### config.mk
export PLATFORM = sky130hd
export DESIGN_NAME = sb_tx_serializer_flat
export DESIGN_NICKNAME = d
export VERILOG_FILES = /design/src/rtl/sb_tx_serializer_if.sv /design/src/rtl/sb_tx_serializer.sv /design/src/flat_wrapper.sv
export SDC_FILE = /design/constraint.sdc
export NUM_CORES = 1
export LEC_CHECK = 0
export ABC_AREA = 1
export BUFFER_PORTS_ARGS = -buffer_cell sky130_fd_sc_hd__buf_2
export CAP_MARGIN = 40
export CORE_MARGIN = 5
export CORE_UTILIZATION = 59
export CTS_CLUSTER_DIAMETER = 80
export DETAILED_ROUTE_END_ITERATION = 10
export GPL_ROUTABILITY_DRIVEN = 0
export GPL_TIMING_DRIVEN = 0
export PLACE_DENSITY = 0.87
export SYNTH_ARGS = -nofsm -noshare
export SYNTH_HDL_FRONTEND = slang
export SYNTH_SLANG_ARGS = --single-unit
### constraint.sdc
create_clock -name i_clk -period 5.3 [get_ports i_clk]
set_input_delay 0 -clock i_clk [delete_from_list [all_inputs] [get_ports i_clk]]
set_output_delay 0 -clock i_clk [all_outputs]
set_load 0.005 [all_outputs]
### src/rtl/sb_tx_serializer_if.sv
// ----------------------------------------------------------------------------
// sb_tx_serializer_if
//
// Packet-post handshake and serial-lane bundle between the sideband control
// FSM (master) and the sideband TX serializer (slave). Signal names keep the
// serializer's point of view, so i_* are driven by the FSM and o_* by the
// serializer.
//
// Signals:
//   i_packet_enable  packet-post strobe, qualified by o_packet_ready
//   i_header         framed header word
//   i_data           framed data word (ignored when i_has_data = 0)
//   i_has_data       packet is header + data when 1, header only when 0
//   o_packet_ready   holding slot is free
//   o_tx_data        serial TX bit
//   o_tx_clk_en      forwarded sideband clock gate, high only on data UI
//   o_packet_sent    one-cycle pulse in the final gap UI of a packet
//   o_busy           serializer active or a packet is held
// ----------------------------------------------------------------------------
interface sb_tx_serializer_if #(
  parameter int WORD_W = 64
) ();

  logic              i_packet_enable;
  logic [WORD_W-1:0] i_header;
  logic [WORD_W-1:0] i_data;
  logic              i_has_data;
  logic              o_packet_ready;
  logic              o_tx_data;
  logic              o_tx_clk_en;
  logic              o_packet_sent;
  logic              o_busy;

  // Sideband control FSM side.
  modport master (
    output i_packet_enable,
    output i_header,
    output i_data,
    output i_has_data,
    input  o_packet_ready,
    input  o_tx_data,
    input  o_tx_clk_en,
    input  o_packet_sent,
    input  o_busy
  );

  // Serializer side.
  modport slave (
    input  i_packet_enable,
    input  i_header,
    input  i_data,
    input  i_has_data,
    output o_packet_ready,
    output o_tx_data,
    output o_tx_clk_en,
    output o_packet_sent,
    output o_busy
  );

endinterface : sb_tx_serializer_if

### src/rtl/sb_tx_serializer.sv
// ----------------------------------------------------------------------------
// sb_tx_serializer
//
// Sideband transmit serializer. Accepts a framed header word and an optional
// data word from the sideband control FSM, shifts them out LSB-first on the
// single-bit TX lane with a matching clock enable, then holds the lane low for
// exactly GAP_UI UI. A one-deep holding register lets the FSM post the next
// packet while the current one is on the wire; a held packet starts in the UI
// right after the previous packet's o_packet_sent pulse.
//
// Parameters:
//   WORD_W  bits per header or data word (counter is 7 bits, so <= 128)
//   GAP_UI  idle-low UI after each packet (2 .. 128)
//
// Ports:
//   i_clk    sideband serial clock, one UI per cycle
//   i_rst_n  asynchronous active-low reset
//   sb       slave side of sb_tx_serializer_if (handshake + serial lane)
//
// Timing: state, shift registers and the TX outputs are all registered from
// the same next-state logic, so the cycle after an accepting edge already
// carries header bit 0. o_packet_ready and o_busy decode registers only.
// ----------------------------------------------------------------------------
module sb_tx_serializer #(
  parameter int WORD_W = 64,
  parameter int GAP_UI = 32
) (
  input  logic              i_clk,
  input  logic              i_rst_n,
  sb_tx_serializer_if.slave sb
);

  localparam int                CNT_W     = 7;
  localparam logic [CNT_W-1:0]  CNT_ONE   = CNT_W'(1);
  localparam logic [CNT_W-1:0]  WORD_LAST = CNT_W'(WORD_W - 1);
  localparam logic [CNT_W-1:0]  GAP_LAST  = CNT_W'(GAP_UI - 1);

  typedef enum logic [1:0] {
    IDLE       = 2'd0,
    SHIFT_HDR  = 2'd1,
    SHIFT_DATA = 2'd2,
    GAP        = 2'd3
  } state_t;

  // --------------------------------------------------------------------------
  // Registers
  // --------------------------------------------------------------------------
  state_t             state_q,         state_d;
  logic [CNT_W-1:0]   cnt_q,           cnt_d;
  logic [WORD_W-1:0]  hdr_sr_q,        hdr_sr_d;
  logic [WORD_W-1:0]  dat_sr_q,        dat_sr_d;
  logic               has_data_q,      has_data_d;
  logic               hold_valid_q,    hold_valid_d;
  logic [WORD_W-1:0]  hold_hdr_q,      hold_hdr_d;
  logic [WORD_W-1:0]  hold_dat_q,      hold_dat_d;
  logic               hold_has_data_q, hold_has_data_d;
  logic               tx_data_q,       tx_data_d;
  logic               tx_clk_en_q,     tx_clk_en_d;
  logic               packet_sent_q,   packet_sent_d;

  // --------------------------------------------------------------------------
  // Handshake decode
  // --------------------------------------------------------------------------
  logic accept;        // packet taken on this edge
  logic last_gap;      // current UI is the final idle-low UI
  logic direct_start;  // accepted packet bypasses the holding register

  assign accept       = sb.i_packet_enable & ~hold_valid_q;
  assign last_gap     = (state_q == GAP) && (cnt_q == GAP_LAST);
  assign direct_start = accept && ((state_q == IDLE) || last_gap);

  // --------------------------------------------------------------------------
  // Next-state and next-output logic
  // --------------------------------------------------------------------------
  always_comb begin
    // NOTE: every signal written here gets a default first, so no path can
    // leave one unassigned and infer a latch.
    state_d         = state_q;
    cnt_d           = cnt_q + CNT_ONE;
    hdr_sr_d        = hdr_sr_q;
    dat_sr_d        = dat_sr_q;
    has_data_d      = has_data_q;
    hold_valid_d    = hold_valid_q;
    hold_hdr_d      = hold_hdr_q;
    hold_dat_d      = hold_dat_q;
    hold_has_data_d = hold_has_data_q;

    // A post that cannot start on this edge parks in the holding slot. Ready
    // is low whenever the slot is full, so this never overwrites a held packet.
    if (accept && !direct_start) begin
      hold_valid_d    = 1'b1;
      hold_hdr_d      = sb.i_header;
      hold_dat_d      = sb.i_data;
      hold_has_data_d = sb.i_has_data;
    end

    unique case (state_q)
      IDLE: begin
        cnt_d = '0;
        if (accept) begin
          state_d    = SHIFT_HDR;
          hdr_sr_d   = sb.i_header;
          dat_sr_d   = sb.i_data;
          has_data_d = sb.i_has_data;
        end
      end

      SHIFT_HDR: begin
        hdr_sr_d = hdr_sr_q >> 1;
        if (cnt_q == WORD_LAST) begin
          cnt_d   = '0;
          state_d = has_data_q ? SHIFT_DATA : GAP;
        end
      end

      SHIFT_DATA: begin
        dat_sr_d = dat_sr_q >> 1;
        if (cnt_q == WORD_LAST) begin
          cnt_d   = '0;
          state_d = GAP;
        end
      end

      GAP: begin
        if (last_gap) begin
          cnt_d = '0;
          // The held packet always wins; a same-cycle post cannot coexist
          // with it because ready is low while the slot is full.
          if (hold_valid_q) begin
            state_d      = SHIFT_HDR;
            hdr_sr_d     = hold_hdr_q;
            dat_sr_d     = hold_dat_q;
            has_data_d   = hold_has_data_q;
            hold_valid_d = 1'b0;
          end else if (accept) begin
            state_d    = SHIFT_HDR;
            hdr_sr_d   = sb.i_header;
            dat_sr_d   = sb.i_data;
            has_data_d = sb.i_has_data;
          end else begin
            state_d = IDLE;
          end
        end
      end

      default: begin
        state_d = IDLE;
        cnt_d   = '0;
      end
    endcase

    // Outputs are registered copies of what the next state puts on the wire,
    // which keeps them glitch-free and aligned with the state register.
    tx_clk_en_d   = (state_d == SHIFT_HDR) || (state_d == SHIFT_DATA);
    tx_data_d     = (state_d == SHIFT_HDR)  ? hdr_sr_d[0] :
                    (state_d == SHIFT_DATA) ? dat_sr_d[0] : 1'b0;
    packet_sent_d = (state_d == GAP) && (cnt_d == GAP_LAST);
  end

  // --------------------------------------------------------------------------
  // State register
  // --------------------------------------------------------------------------
  always_ff @(posedge i_clk or negedge i_rst_n) begin
    if (!i_rst_n) begin
      // NOTE: shift and holding registers are reset along with the control
      // state so a mid-packet reset leaves no stale payload behind.
      state_q         <= IDLE;
      cnt_q           <= '0;
      hdr_sr_q        <= '0;
      dat_sr_q        <= '0;
      has_data_q      <= 1'b0;
      hold_valid_q    <= 1'b0;
      hold_hdr_q      <= '0;
      hold_dat_q      <= '0;
      hold_has_data_q <= 1'b0;
      tx_data_q       <= 1'b0;
      tx_clk_en_q     <= 1'b0;
      packet_sent_q   <= 1'b0;
    end else begin
      // NOTE: non-blocking assignments keep every register sampling the
      // pre-edge values, independent of statement order.
      state_q         <= state_d;
      cnt_q           <= cnt_d;
      hdr_sr_q        <= hdr_sr_d;
      dat_sr_q        <= dat_sr_d;
      has_data_q      <= has_data_d;
      hold_valid_q    <= hold_valid_d;
      hold_hdr_q      <= hold_hdr_d;
      hold_dat_q      <= hold_dat_d;
      hold_has_data_q <= hold_has_data_d;
      tx_data_q       <= tx_data_d;
      tx_clk_en_q     <= tx_clk_en_d;
      packet_sent_q   <= packet_sent_d;
    end
  end

  // --------------------------------------------------------------------------
  // Outputs
  // --------------------------------------------------------------------------
  assign sb.o_tx_data      = tx_data_q;
  assign sb.o_tx_clk_en    = tx_clk_en_q;
  assign sb.o_packet_sent  = packet_sent_q;
  assign sb.o_packet_ready = ~hold_valid_q;
  assign sb.o_busy         = (state_q != IDLE) || hold_valid_q;

endmodule : sb_tx_serializer

### src/flat_wrapper.sv
// flat-port wrapper written by rule: the top's interface ports become plain ports
module sb_tx_serializer_flat 
#(
  parameter int WORD_W = 64,
  parameter int GAP_UI = 32
)
  (i_clk, i_rst_n, sb_i_packet_enable, sb_i_header, sb_i_data, sb_i_has_data, sb_o_packet_ready, sb_o_tx_data, sb_o_tx_clk_en, sb_o_packet_sent, sb_o_busy);
  sb_tx_serializer_if #(.WORD_W(WORD_W)) sb_i ();
  input  logic i_clk;
  input  logic i_rst_n;
  input wire logic [$bits(sb_i.i_packet_enable)-1:0] sb_i_packet_enable;
  input wire logic [$bits(sb_i.i_header)-1:0] sb_i_header;
  input wire logic [$bits(sb_i.i_data)-1:0] sb_i_data;
  input wire logic [$bits(sb_i.i_has_data)-1:0] sb_i_has_data;
  output wire logic [$bits(sb_i.o_packet_ready)-1:0] sb_o_packet_ready;
  output wire logic [$bits(sb_i.o_tx_data)-1:0] sb_o_tx_data;
  output wire logic [$bits(sb_i.o_tx_clk_en)-1:0] sb_o_tx_clk_en;
  output wire logic [$bits(sb_i.o_packet_sent)-1:0] sb_o_packet_sent;
  output wire logic [$bits(sb_i.o_busy)-1:0] sb_o_busy;
  assign sb_i.i_packet_enable = sb_i_packet_enable;
  assign sb_i.i_header = sb_i_header;
  assign sb_i.i_data = sb_i_data;
  assign sb_i.i_has_data = sb_i_has_data;
  assign sb_o_packet_ready = sb_i.o_packet_ready;
  assign sb_o_tx_data = sb_i.o_tx_data;
  assign sb_o_tx_clk_en = sb_i.o_tx_clk_en;
  assign sb_o_packet_sent = sb_i.o_packet_sent;
  assign sb_o_busy = sb_i.o_busy;
  sb_tx_serializer #(.WORD_W(WORD_W), .GAP_UI(GAP_UI)) u_core (.i_clk(i_clk), .i_rst_n(i_rst_n), .sb(sb_i));
endmodule
==> results by group <==
Timing
  – Final setup viols: 0
  – Period utilization: 0.524
  – Final Hold Viols: 0
  – Worst slew margin: 0.475
  – RSZ-0062 raised after global routing: false
  – Worst Skew: 0.0147 ns
  – Final min period: 2.78 ns
  – Max Transition Viols Final: 0
  – Min setup slack post-route: 2.52 ns
  – Max Freq: 0.360 GHz
  – Worst-margin pin slew: 0.787 ns

Power
  – Sw Ratio: 0.378
  – P_int: 4.13 mW
  – Leak: 10.1 nW
  – Power Total: 6.64 mW
  – Pwr/cell area: 337 nW/um^2
  – Power share of the clock group: 0.352
  – Sequential power share: 0.345
  – Max IR drop VDD: 289 uV
  – Combinational group share of total power: 0.304
  – Switching power: 2.51 mW

Global route
  – Number of antenna violations at the first check in global routing: 0
  – Pin count of the biggest net entering global routing: 99
  – First-pass GRT wire length: 83700 um
  – Vias in the first global route: 17200
  – Gr usage total: 0.327
  – Remaining global-route overflow: 0

Job
  – Max_cap viols: 0

Clock network
  – H-Tree Depth: 1
  – Clk pin slew, worst setup/hold paths: 0.07 ns
  – Maximum root-to-sink buffer count: 3
  – Clock sink total: 271
  – Cts bufs inserted: 30
  – Clk_lat worst skew: 0.57 ns
  – Root buffer cell: clkbuf_16
  – TritonCTS clock tree: done

Critical path
  – Reg2Reg Setup Slack: 2.54 ns
  – WS Path Type: reg2out
  – Crit path max fanout: 10
  – Critical path destination: sb_o_busy
  – Arrival time worst endpoint: 2.78 ns
  – CP startpoint kind: register
  – R2R cell count: 12
  – FF-to-FF Start: u_core.state_q[0]
  – Critical Path RT: 5.30 ns
  – Worst setup path start: u_core.state_q[0]
  – R2r endpoint: u_core.sb.o_tx_data
  – Crit path capture type: output pin

Yosys
  – Post-synth EDFFs: 0
  – Synth top area cells: dfrtp_1, nand2_1, nand3_1
  – Area share of the largest cell type after synthesis: 0.420
  – Netlist cell types: 35
  – Post-synthesis cell area: 16100 um^2
  – Yosys warning total: 0
  – Synth Flop Type: dfrtp_1
  – Post-synth top cells: nand2_1, nand3_1, dfrtp_1, inv_1, o21ai_0
  – Avg Cell Area, Syn: 6.78 um^2
  – Post-synth ARST share: 1.00
  – Register bit total from synthesis: 271
  – Sequential element share of the synthesized area: 0.420
  – Post-Synthesis Cells: 2380
  – Top-count cell post-synth: nand2_1
  – Post-synth top area cell: dfrtp_1
  – Syn_nets: 2521

Drt
  – Router iterations before antenna repair: 7
  – DR vias: 17500
  – Wire per inst: 17.0 um
  – # DRC: 0
  – DRT iter0 DRCs: 1922
  – Routed Antenna Nets: 0
  – Routed wire length: 51800 um
  – Vias per cell: 5.75

Floorplan
  – Core ar.: 27000 um^2
  – Die span in x: 175 um
  – IO Count: 137
  – Die height: 175 um
  – Die area: 30700 um^2
  – FP Rows: 60
  – Initial Util: 0.598

Layout
  – Share of layout cells above drive strength 1: 0.121
  – Area grow syn2layout: 22.1%
  – # nets final: 2820
  – Post-Route Utilization: 0.731
  – Post-route insts no fill: 3043

Place
  – Post-Place Setup Slack: 2.58 ns
  – Placed cell count: 2858
  – Detailed Place HPWL: 32300 um
  – I/O Buffers: 135

Status
  – Status: completed

Worst hold path
  – Hold WC Path Type: in2async
## routing by layer
layer | share of wire | track usage
met4 | 0.043 | 0.140
met3 | 0.10 | 0.0532
met2 | 0.47 | 0.552
met5 | 0 | 0
met1 | 0.38 | 0.418
## layout by cell type (no fill, tap or decap), types with 3 or more instances in the layout
| cell type | count |
|---|---|
| inv_1 | 237 |
| o211ai_1 | 32 |
| clkbuf_8 | 6 |
| nor2_1 | 20 |
| o21ai_1 | 101 |
| buf_2 | 201 |
| nand2_1 | 953 |
| inv_2 | 6 |
| or2_1 | 30 |
| clkinv_2 | 4 |
| ha_1 | 9 |
| buf_4 | 16 |
| clkinvlp_4 | 3 |
| nand3_1 | 335 |
| dlygate4sd3_1 | 130 |
| o22ai_1 | 31 |
| or2_2 | 35 |
| dfrtp_1 | 271 |
| a21oi_1 | 31 |
| o21ai_2 | 3 |
| buf_1 | 12 |
| bufinv_16 | 6 |
| nor2_2 | 4 |
| clkbuf_1 | 69 |
| clkbuf_16 | 31 |
| o21ai_0 | 102 |
## state kept, by name, summed over array words and instances, names as in the netlist
name	count
u_core.cnt_q	7
u_core.hold_hdr_q	64
u_core.sb.o_packet_sent	1
u_core.hdr_sr_q	64
u_core.state_q	2
u_core.hold_valid_q	1
u_core.sb.o_tx_clk_en	1
u_core.sb.o_tx_data	1
u_core.hold_has_data_q	1
u_core.has_data_q	1
u_core.dat_sr_q	64
u_core.hold_dat_q	64
## worst max-delay path, cell delays in order (launching register included)
cell and delay (ns):
dfrtp_1 0.43, inv_1 0.16, ha_1 0.19, clkbuf_1 0.52, clkbuf_1 0.53, nand2_1 0.20
buf_2 0.18
## power by group through the flow
stage	Clock, mW	Sequential [mW]	Combinational (mW)
6_report	2.34	2.29	2.02
3_5_place_dp	0	2.32	1.86
4_1_cts	2.33	2.28	1.95
2_1_floorplan	0	2.29	1.21
3_3_place_gp	0	2.31	1.83
5_1_grt	2.43	2.30	2.18
## final cells by class
cell class                 count  area [um^2]
antenna                        1         2.50
buffer                       162          767
clock buffer                  41          873
clock inverter                13          223
fill                        1994         7260
inverter                     243          912
multi-input combinational   1704         7670
sequential                   271         6780
tap                          341          427
timing repair buffer         267         2040
## per-stage QoR
stage               area, um^2  hold WS (ns)  TNS, ns
floorplan                16100        -0.296        0
global route             19700         0.139        0
CTS                      19700        0.0986        0
finish                   19700        0.0696        0
detailed placement       17300        0.0946        0
global placement         17200         0.226  -204.38
## cell families (layout without fill, tap and decap cells)
kind of cell,Yosys count,after routing,share of synthesized area
and+or+nand+nor,1388,1388,0.363
buffers and inverters,405,726,0.104
AOI/OAI and AO/OA,306,306,0.105
xor gates and xnor gates,1,1,0.000543
adders and majority gates,9,9,0.00698
DFF,271,271,0.420
other,0,1,0
## how the worst min path moves through the flow
stage	slack (ns)	from	endpoint
final	0.07	i_rst_n	u_core.hold_hdr_q[17]
after detailed placement	0.09	i_rst_n	u_core.hold_hdr_q[19]
after global routing	0.14	i_rst_n	u_core.hold_hdr_q[17]
after global placement	0.23	sb_i_header[3]	u_core.hold_hdr_q[3]
after CTS	0.1	i_rst_n	u_core.hold_hdr_q[19]
after floorplan	-0.30	i_rst_n	u_core.cnt_q[0]
## what timing repair did
| item | 4_1_cts | 5_1_grt |
|---|---|---|
| setup buffers | 0 | 0 |
| setup endpoints to repair | 0 | 0 |
| hold buffers | 130 | 0 |
| resized for setup | 0 | 0 |
| hold endpoints to repair | 301 | 0 |
No activity file was read; power rests on OpenSTA's default activity.
